==> config.mk <==
export PLATFORM = sky130hd
export DESIGN_NAME = mbr_fifo
export DESIGN_NICKNAME = d
export VERILOG_FILES = /design/src/rtl/mbr_fifo.sv
export SDC_FILE = /design/constraint.sdc
export NUM_CORES = 1
export LEC_CHECK = 0
export CORE_MARGIN = 1.5
export CORE_UTILIZATION = 48
export DETAILED_ROUTE_END_ITERATION = 8
export PLACE_DENSITY = 0.71
export SLEW_MARGIN = 20
export SYNTH_ARGS = -nofsm -noshare
export SYNTH_HDL_FRONTEND = slang
export SYNTH_SLANG_ARGS = --single-unit
==> constraint.sdc <==
create_clock -name MBUF_clk -period 2 [get_ports MBUF_clk]
set_input_delay 0.4 -clock MBUF_clk [delete_from_list [all_inputs] [get_ports MBUF_clk]]
set_output_delay 0.4 -clock MBUF_clk [all_outputs]
set_load 0.005 [all_outputs]
==> src/rtl/mbr_fifo.sv <==
// mbr_fifo: memory buffer register with a DEPTH-entry queue in front of the
// registered output word. Keeps the classic "preset at reset, hold last value"
// output, and adds bypass mode for single-register timing when the queue is empty.
module mbr_fifo #(
    parameter int               WIDTH     = 8,
    parameter int               DEPTH     = 4,
    parameter logic [WIDTH-1:0] RESET_VAL = WIDTH'(8'h02)
) (
    input  logic                       MBUF_clk,
    input  logic                       MBUF_rst,
    input  logic [WIDTH-1:0]           MBUF_in,
    input  logic                       MBUF_we,
    input  logic                       MBUF_re,
    input  logic                       MBUF_bypass,
    output logic [WIDTH-1:0]           MBUF_out,
    output logic                       MBUF_empty,
    output logic                       MBUF_full,
    output logic [$clog2(DEPTH+1)-1:0] MBUF_count,
    output logic                       MBUF_ovf,
    output logic                       MBUF_udf
);

    localparam int            CW   = $clog2(DEPTH + 1);
    localparam int            PW   = $clog2(DEPTH);
    localparam logic [PW-1:0] LAST = PW'(DEPTH - 1);

    logic [WIDTH-1:0] mem_q [DEPTH];
    logic [WIDTH-1:0] mem_d [DEPTH];
    logic [PW-1:0]    wr_ptr_q, wr_ptr_d;
    logic [PW-1:0]    rd_ptr_q, rd_ptr_d;
    logic [CW-1:0]    count_q, count_d;
    logic [WIDTH-1:0] out_q, out_d;
    logic             empty_q, empty_d;
    logic             full_q, full_d;
    logic             ovf_q, ovf_d;
    logic             udf_q, udf_d;

    logic bypass_act;
    logic pop_ok;
    logic push_ok;
    logic bypass_wr;

    // Pointer advance with wrap at DEPTH-1 (DEPTH need not be a power of 2).
    function automatic logic [PW-1:0] ptr_inc(input logic [PW-1:0] p);
        return (p == LAST) ? '0 : p + PW'(1);
    endfunction

    // Accept decisions; all based on registered status, never on output paths.
    always_comb begin
        bypass_act = MBUF_bypass & empty_q;
        pop_ok     = MBUF_re & ~empty_q;
        push_ok    = MBUF_we & ~bypass_act & (~full_q | pop_ok);
        bypass_wr  = MBUF_we & bypass_act;
    end

    // Next-state computation for pointers, storage, output word and status.
    always_comb begin
        // NOTE: every signal gets a default first so no latch is inferred.
        mem_d    = mem_q;
        wr_ptr_d = wr_ptr_q;
        rd_ptr_d = rd_ptr_q;
        count_d  = count_q;
        out_d    = out_q;
        ovf_d    = ovf_q;
        udf_d    = udf_q;

        if (push_ok) begin
            mem_d[wr_ptr_q] = MBUF_in;
            wr_ptr_d        = ptr_inc(wr_ptr_q);
        end

        // Output reloads only on an accepted pop or a bypass write.
        if (pop_ok) begin
            out_d    = mem_q[rd_ptr_q];
            rd_ptr_d = ptr_inc(rd_ptr_q);
        end else if (bypass_wr) begin
            out_d = MBUF_in;
        end

        if (push_ok && !pop_ok) begin
            count_d = count_q + CW'(1);
        end else if (pop_ok && !push_ok) begin
            count_d = count_q - CW'(1);
        end

        empty_d = (count_d == '0);
        full_d  = (count_d == CW'(DEPTH));

        // Sticky error flags: a dropped push, or a pop on an empty non-bypassed queue.
        if (MBUF_we && full_q && !pop_ok) begin
            ovf_d = 1'b1;
        end
        if (MBUF_re && empty_q && !MBUF_bypass) begin
            udf_d = 1'b1;
        end
    end

    // Control and output registers with synchronous reset.
    always_ff @(posedge MBUF_clk) begin
        // NOTE: sequential state uses non-blocking assignments so all flops update together.
        if (MBUF_rst) begin
            wr_ptr_q <= '0;
            rd_ptr_q <= '0;
            count_q  <= '0;
            out_q    <= RESET_VAL;
            empty_q  <= 1'b1;
            full_q   <= 1'b0;
            ovf_q    <= 1'b0;
            udf_q    <= 1'b0;
        end else begin
            wr_ptr_q <= wr_ptr_d;
            rd_ptr_q <= rd_ptr_d;
            count_q  <= count_d;
            out_q    <= out_d;
            empty_q  <= empty_d;
            full_q   <= full_d;
            ovf_q    <= ovf_d;
            udf_q    <= udf_d;
        end
    end

    // Queue storage; a write during reset is harmless since pointers and count restart.
    always_ff @(posedge MBUF_clk) begin
        // NOTE: storage is not reset; entries are only read after being written.
        mem_q <= mem_d;
    end

    assign MBUF_out   = out_q;
    assign MBUF_empty = empty_q;
    assign MBUF_full  = full_q;
    assign MBUF_count = count_q;
    assign MBUF_ovf   = ovf_q;
    assign MBUF_udf   = udf_q;

endmodule

==> results of run 1 <==
[flip-flops by register name (all words and copies together) (netlist names)]
register and count:
MBUF_count 3, MBUF_out 8, MBUF_full 1, mem_q 32
wr_ptr_q 2, MBUF_udf 1, MBUF_ovf 1, MBUF_empty 1
rd_ptr_q 2
[final cells by class]
class / instances / area [um2]
Clock inverter: 2 / 16.3
Inverter: 5 / 18.8
Multi-Input combinational cell: 95 / 762
Sequential cell: 51 / 1340
Fill cell: 341 / 1630
Clock buffer: 6 / 72.6
Tap cell: 52 / 65.1
Timing Repair Buffer: 48 / 453
[Yosys cell counts]
cell	instances
o21a_1	1
edfxtp_1	32
nand2_1	13
inv_1	5
and2_1	4
mux2_4	1
buf_1	1
nand2b_2	1
and2b_2	1
a41oi_2	1
dfxtp_1	19
mux2i_1	2
nor2_1	15
a311oi_1	1
a21oi_1	3
nand4b_1	1
ha_1	7
nor3b_1	3
a211oi_1	8
a21o_2	1
nor3_1	2
a21oi_2	1
buf_2	4
a31oi_1	3
o211a_1	1
a2111oi_2	1
o21ai_0	8
mux4_2	8
nor4b_2	1
clkbuf_1	2
nor2b_1	1
nand3_1	4
buf_4	1
a21o_1	1
and4bb_2	1
[per-layer routing]
layer,wire length (um),part of all wire (%),vias up,global-route usage (%)
met3,143,3.4,6,4.47
met5,0,0,-,0
li1,-,-,689,-
met4,65,1.5,0,6.62
met1,1880,44,697,24.6
met2,2150,51,30,30.8
[worst reg2reg max path, delay by kind of cell, from the launching register on]
kind                       cells  cell delay, ns
muxes                          1            0.34
AOI/OAI and AO/OA              2            0.43
adders and majority gates      1            0.22
DFF                            1            0.43
buffers and inverters          1            0.11
and+or+nand+nor                1            0.23
[power breakdown]
group,internal (uW),leakage (uW),total [uW],switching [uW]
Clock,252,0.0000418,587,335
Sequential,1260,0.000449,1350,94.1
Combinational,453,0.000501,825,372
[worst paths after layout]
kind | startpoint | end | slack [ns]
setup / recovery | MBUF_count[0] | MBUF_empty | 0.16
hold / removal | MBUF_ovf | MBUF_ovf | 0.49
setup reg to reg | MBUF_count[0] | MBUF_empty | 0.16
hold reg to reg | MBUF_ovf | MBUF_ovf | 0.49
[through the flow]
step,instances,total power [uW]
after floorplan,159,1820
after global placement,251,2170
after detailed placement,251,2210
after CTS,259,2790
after global routing,259,2930
final,259,2770
[cell families after synthesis]
family,after synthesis,synth area share (%)
flip-flops,51,62.1
AND/OR/NAND/NOR,47,11.2
AO/OA/AOI/OAI,30,10.0
buffers and inverters,13,2.66
multiplexers,11,9.96
adder cells (fa/ha/maj),7,4.05
==> results_dict.tcl, run 1 <==
set metrics [dict create \
    syn_nets 179 \
    ant_nets 0 \
    hold_path.class "reg2reg" \
    synth_area_um2 2160 \
    clock_latency_ns 0.30 \
    vias_per_cell 5.49 \
    avgSynthCellArea_um2 13.6 \
    skew_ns 0.00869 \
    whs_ns 0.487 \
    crit_type "reg2reg" \
    cts-hold-fix-buffers 0 \
    final_common_cell "edfxtp_1" \
    grt_start_max_net_pins 17 \
    design_area_um2 2730 \
    drc 0 \
    root_buffer "clkbuf_8" \
    grt_pass1_wl_um 7120 \
    synth_area_leaders "edfxtp_1 44%, dfxtp_1 18%, mux4_2 8.3%, ha_1 4.1%, a211oi_1 2.8%" \
    cp.arrival_ns 2.04 \
    start_util_pct 49.6 \
    worst_pin_slew_ns 0.472 \
    cts_sinks 51 \
    setup_viol 0 \
    netlist_instances 159 \
    status "finished, final reports clean" \
    drv_cap 0 \
    htree_levels 2 \
    gp_congestion 0.795 \
    drt-total-wl_um 4240 \
    p_leak_uw 0.000991 \
    ys_seq_elements 51 \
    fp-row-count 24 \
    final_cell_mix "32 x edfxtp_1, 27 x clkdlybuf4s50_1, 19 x dfxtp_1, 19 x buf_4, 15 x nor2_1" \
    track_usage_pct 18.8 \
    finalCritPeriodShare_pct 92.2 \
    cpPeakStageDelay_ns 0.43 \
    period_needed_ns 1.84 \
    cpLargestDelayFamily "compound AO/OA/AOI/OAI gates" \
    cp_cell_sequence "inv_1 > ha_1 > and4bb_2 > a41oi_2 > mux2_4 > a2111oi_2" \
    rsz0062_at_grt "no" \
    vias 1422 \
    cp.depth 6 \
    slew_viol_final 0 \
    die_x_um 70.1 \
    fin_nets 226 \
    required_ns 2.20 \
    antenna_cells 0 \
    ir_drop_v 0.000604 \
    clockBufferDepth 2 \
    slew_headroom_pct 68.5 \
    crit_fanout 6 \
    die_y_um 70.1 \
    holdPathStages 2 \
    grt_pass1_vias 1474 \
    yosysTopAreaCellShare_pct 44.5 \
    port-buffer-count 27 \
    ios 28 \
    finalHoldViolations 0 \
    setup_tns_ns 0 \
    final_core_util_pct 62.7 \
    antenna_found_initial 0 \
    ff2ff_path_depth 6 \
    power_density_nw_per_um2 1010 \
    critPathLaunchType "flop" \
    grt_overflow 0 \
    post_drt_wl_per_cell_um 16.4 \
    place_area_um2 2640 \
    drt_iter0_markers 87 \
    cts.repair.resized 0 \
    netlist.top_cell.by_area "edfxtp_1" \
    clk_pin_slew_ns 0.09 \
    hpwl_um 3140 \
    post-place-ws_ns -0.0445 \
    seq_area_frac_synth_pct 62.1 \
    cp-end-kind "flop" \
    cpMaxStageDelayCell "dfxtp_1" \
    drt_first_pass_iters 5 \
    yosysWarnings 0 \
    drive_above_1_share_pct 21.7 \
    fmax_mhz 542 \
    die-area_um2 4910 \
    fin_ws_ns 0.156 \
    post-cts-setup-buffers 0 \
    cts_buffers 5 \
    syn_to_final_growth_pct 26.3 \
    cp_num_buf_inv 1 \
    cts_tree "built" \
    core_area_um2 4350 \
    synth_cell_types 35 \
]
Power figures use the tool's default switching activity.
==> run 2: changes to the inputs <==
- ABC_AREA: unset -> 1
- MAX_ROUTING_LAYER: unset -> met4
==> results_dict.tcl, run 2 <==
set metrics [dict create \
    p_leak_uw 0.00102 \
    syn_nets 237 \
    vias 1668 \
    drt_iter0_markers 256 \
    drt_first_pass_iters 5 \
    track_usage_pct 22.2 \
    core_area_um2 4350 \
    power_density_nw_per_um2 1110 \
    async_reset_ff_share_pct 0 \
    clk_pin_slew_ns 0.09 \
    final_common_cell "o21ai_0" \
    yosysWarnings 0 \
    required_ns 1.60 \
    grt_overflow 0 \
    rsz0062_at_grt "no" \
    antenna_found_initial 0 \
    fp-row-count 24 \
    register_area_um2 1340 \
    cpMaxStageDelayCell "clkdlybuf4s50_1" \
    clockBufferDepth 2 \
    cts_buffers 5 \
    crit_type "reg2out" \
    cts_tree "built" \
    post-place-ws_ns 0.0576 \
    syn_to_final_growth_pct 20.9 \
    hpwl_um 3670 \
    die_y_um 70.4 \
    design_area_um2 2640 \
    ant_nets 0 \
    start_util_pct 50.1 \
    fin_nets 275 \
    cp.depth 1 \
    drive_above_1_share_pct 10.5 \
    htree_levels 2 \
    slew_viol_final 0 \
    synthFlopType "edfxtp_1" \
    seq_area_frac_synth_pct 61.4 \
    post-cts-setup-buffers 0 \
    final_cell_mix "34 x o21ai_0, 32 x edfxtp_1, 31 x nor2_1" \
    die_x_um 70.4 \
    final_core_util_pct 60.6 \
    clock_latency_ns 0.30 \
    grt_start_max_net_pins 18 \
    top_register "mem_q" \
    cpPeakStageDelay_ns 0.56 \
    multi_input_area_um2 716 \
    hold_path.class "reg2reg" \
    cp_num_buf_inv 1 \
    die-area_um2 4960 \
    drc 0 \
    cp_cell_sequence "clkdlybuf4s50_1" \
    setup_tns_ns 0 \
    nFillCells 369 \
    gp_congestion 0.871 \
    grt_pass1_wl_um 8030 \
    ys_seq_elements 51 \
    drt-total-wl_um 4960 \
    holdPathStages 2 \
    netlist.top_cell.by_area "edfxtp_1" \
    port-buffer-count 27 \
    cts.repair.resized 0 \
    ios 28 \
    cpLargestDelayFamily "buffers and inverters" \
    place_area_um2 2550 \
    antenna_cells 0 \
    cp.arrival_ns 1.34 \
    fmax_mhz 575 \
    yosysTopAreaCellShare_pct 44.0 \
    critPathLaunchType "flop" \
    finalHoldViolations 0 \
    ir_drop_v 0.000563 \
    period_needed_ns 1.74 \
    slew_headroom_pct 72.3 \
    synth_area_um2 2180 \
    ys_top_cells_by_count "34 x o21ai_0, 32 x edfxtp_1, 31 x nor2_1" \
    post_drt_wl_per_cell_um 16.1 \
    avgSynthCellArea_um2 10.1 \
    skew_ns 0.00474 \
    grt_pass1_vias 1593 \
    cts-hold-fix-buffers 0 \
    cts_sinks 51 \
    synth-edff-count 32 \
    crit_fanout 6 \
    cp-end-kind "output pin" \
    synth_area_leaders "edfxtp_1 44%, dfxtp_1 17%, o21ai_0 7.8%, nor2_1 5.3%, nand2_1 4.3%" \
    setup_viol 0 \
    worst_pin_slew_ns 0.415 \
    finalCritPeriodShare_pct 87.0 \
    status "finished, final reports clean" \
    fin_ws_ns 0.261 \
    largest_register_ffs 32 \
    ff2ff_path_depth 8 \
    synth_cell_types 24 \
    drv_cap 0 \
    synth.most_common_cell "o21ai_0" \
    root_buffer "clkbuf_8" \
    vias_per_cell 5.42 \
    netlist_instances 217 \
]
## run 2: changes by cell type in the layout (fill, tap and decap cells not counted), sizes merged, moves of 5 or more
cell / previous run / this run
o21ai: 8 / 35
nand2: 13 / 27
buf: 21 / 10
nor2: 15 / 32
o22ai: 0 / 7
mux4: 8 / 0
a211oi: 8 / 0
inv: 6 / 23
a21oi: 4 / 14
nand3: 4 / 9
## run 2: stage by stage
step	total power (uW)	hold slack (ns)	std cells
global placement	2370	0.472	300
finish	2930	0.491	308
CTS	2940	0.492	308
global route	3110	0.540	308
floorplan	1960	0.460	217
detailed placement	2370	0.468	300
## run 2: final timing paths
| check | startpoint | endpoint | slack, ns |
|---|---|---|---|
| setup / recovery | MBUF_empty | MBUF_empty | 0.26 |
| hold / removal | MBUF_ovf | MBUF_ovf | 0.49 |
| hold reg to reg | MBUF_ovf | MBUF_ovf | 0.49 |
| setup reg to reg | MBUF_empty | MBUF_out[1] | 0.59 |
## run 2: cell type report
type                    instances  area share (%)
flip-flops and latches         51            50.8
multi-input cells             137            27.1
repair buffers                 37            13.1
inverters                      23            3.27
clock buffers                   6            2.75
well taps                      52            2.47
clock inverters                 2           0.474
## run 2: cells by family (layout without fill, tap and decap cells)
| logic type | after synthesis | after routing | synth area share, % |
|---|---|---|---|
| buffers and inverters | 29 | 68 | 5.79 |
| flip-flops | 51 | 51 | 61.4 |
| adder cells (fa/ha/maj) | 7 | 7 | 4.01 |
| AND/OR/NAND/NOR | 72 | 72 | 14.4 |
| AO/OA/AOI/OAI | 58 | 58 | 14.4 |
## run 2: routing by layer
layer  track usage, %  routed length, um  vias to the layer above
li1                 -                  -                      826
met1             33.1               2310                      744
met2             29.0               2040                       88
met3             5.34                505                       10
met4             8.76                 97                        0
met5                -                  0                        -
## run 2: power breakdown
| group | internal [uW] | switching [uW] |
|---|---|---|
| clock network | 245 | 327 |
| logic | 410 | 542 |
| registers | 1290 | 120 |
==> run 3: changes to the inputs <==
- CTS_BUF_LIST: unset -> sky130_fd_sc_hd__clkbuf_16
==> results_dict.tcl, run 3 (same netlist as run 2, synthesis figures left out) <==
set metrics [dict create \
    status "finished, final reports clean" \
    core_area_um2 4350 \
    track_usage_pct 22.6 \
    required_ns 1.60 \
    die_x_um 70.4 \
    hpwl_um 3670 \
    stdcell_count 308 \
    gp_congestion 0.871 \
    critPathLaunchType "flop" \
    cp-end-kind "output pin" \
    drv_cap 0 \
    final_cell_mix "34 x o21ai_0, 32 x edfxtp_1, 31 x nor2_1" \
    syn_to_final_growth_pct 23.4 \
    drt-total-wl_um 5070 \
    rr_endpoint "mem_q[1]" \
    cp.arrival_ns 1.31 \
    ir_drop_v 0.000640 \
    hold_path.class "reg2reg" \
    power_density_nw_per_um2 1180 \
    finalCritPeriodShare_pct 85.7 \
    cts_tree "built" \
    period_needed_ns 1.71 \
    worstHoldStart "MBUF_ovf" \
    dp_cells 300 \
    cts_buffers 5 \
    clockBufferDepth 2 \
    die-area_um2 4960 \
    vias_per_cell 5.50 \
    grt_pass1_vias 1612 \
    cp_num_buf_inv 1 \
    grt_pass1_wl_um 8140 \
    cpMaxStageDelayCell "clkdlybuf4s50_1" \
    clk_pin_slew_ns 0.06 \
    clock_latency_ns 0.29 \
    start_util_pct 50.1 \
    fin_ws_ns 0.286 \
    top_register "mem_q" \
    final_common_cell "o21ai_0" \
    min_to "MBUF_ovf" \
    holdPathStages 2 \
    post_drt_wl_per_cell_um 16.5 \
    die_y_um 70.4 \
    fp-row-count 24 \
    crit_type "reg2out" \
    worst_pin_slew_ns 0.420 \
    vias 1695 \
    largest_register_ffs 32 \
    antenna_cells 0 \
    cts.repair.resized 0 \
    drc 0 \
    reg2reg_slack_ns 0.61 \
    drive_above_1_share_pct 10.5 \
    antenna_found_initial 0 \
    fmax_mhz 583 \
    p_leak_uw 0.00105 \
    crit_fanout 6 \
    slew_viol_final 0 \
    port-buffer-count 27 \
    grt_overflow 0 \
    ff2ff_path_depth 4 \
    cpPeakStageDelay_ns 0.56 \
    cts-hold-fix-buffers 0 \
    fin_nets 275 \
    finalHoldViolations 0 \
    ant_nets 0 \
    post-place-ws_ns 0.0576 \
    cpLargestDelayFamily "buffers and inverters" \
    post-cts-setup-buffers 0 \
    cp.depth 1 \
    cp_cell_sequence "clkdlybuf4s50_1" \
    drt_iter0_markers 260 \
    root_buffer "clkbuf_16" \
    slew_headroom_pct 72.0 \
    grt_start_max_net_pins 18 \
    htree_levels 2 \
    rsz0062_at_grt "no" \
    r2r-start "MBUF_empty" \
    drt_first_pass_iters 6 \
    cts_sinks 51 \
    startpoint "MBUF_empty" \
    skew_ns 0.00327 \
    setup_viol 0 \
    ios 28 \
    setup_tns_ns 0 \
]
==> run 3: changes by cell type in the layout (fill, tap and decap cells not counted) <==
cell / previous run / this run
clkbuf_8: 5 / 0
clkbuf_16: 0 / 5
inv_1: 21 / 22
clkbuf_1: 1 / 0
==> run 3: worst max-delay path by stage <==
stage                      end  slack, ns
floorplan            mem_q[10]       0.50
global placement     mem_q[14]       0.12
detailed placement    mem_q[5]       0.06
CTS                 MBUF_empty       0.28
global route        MBUF_empty       0.24
finish              MBUF_empty       0.29
==> run 3: report_power, final <==
group / total (uW) / switching [uW] / internal [uW]
Sequential: 1410 / 118 / 1290
Clock: 811 / 355 / 457
Combinational: 958 / 547 / 411
==> run 3: layout make-up <==
cell class / instances / area [um2]
Multi-Input combinational cell: 137 / 716
Sequential cell: 51 / 1340
Tap cell: 52 / 65.1
Fill cell: 355 / 1660
Timing Repair Buffer: 37 / 345
Clock buffer: 5 / 125
Inverter: 23 / 86.3
Clock inverter: 3 / 16.3
==> run 3: worst reg2reg max path, delay by kind of cell, from the launching register on <==
family          cells  cell delay [ns]
buf+inv             1             0.19
flops               1             0.38
simple gates        1             0.13
compound gates      2             0.40
==> run 3: per-layer routing <==
metal | vias to the layer above | GRT usage (%) | wire [um]
met1 | 774 | 34.1 | 2430
met5 | - | - | 0
met4 | 0 | 8.76 | 87
met3 | 11 | 5.34 | 446
li1 | 827 | - | -
met2 | 83 | 29.1 | 2100
==> run 3: metrics by stage <==
step                area, um2  hold slack [ns]  util, %  power [uW]
floorplan                2180            0.460        -        1960
global placement         2550            0.472     58.6        2370
detailed placement       2550            0.468     58.6        2370
CTS                      2700            0.486     61.9        3190
global route             2700            0.534     61.9        3360
finish                   2700            0.485     61.9        3180
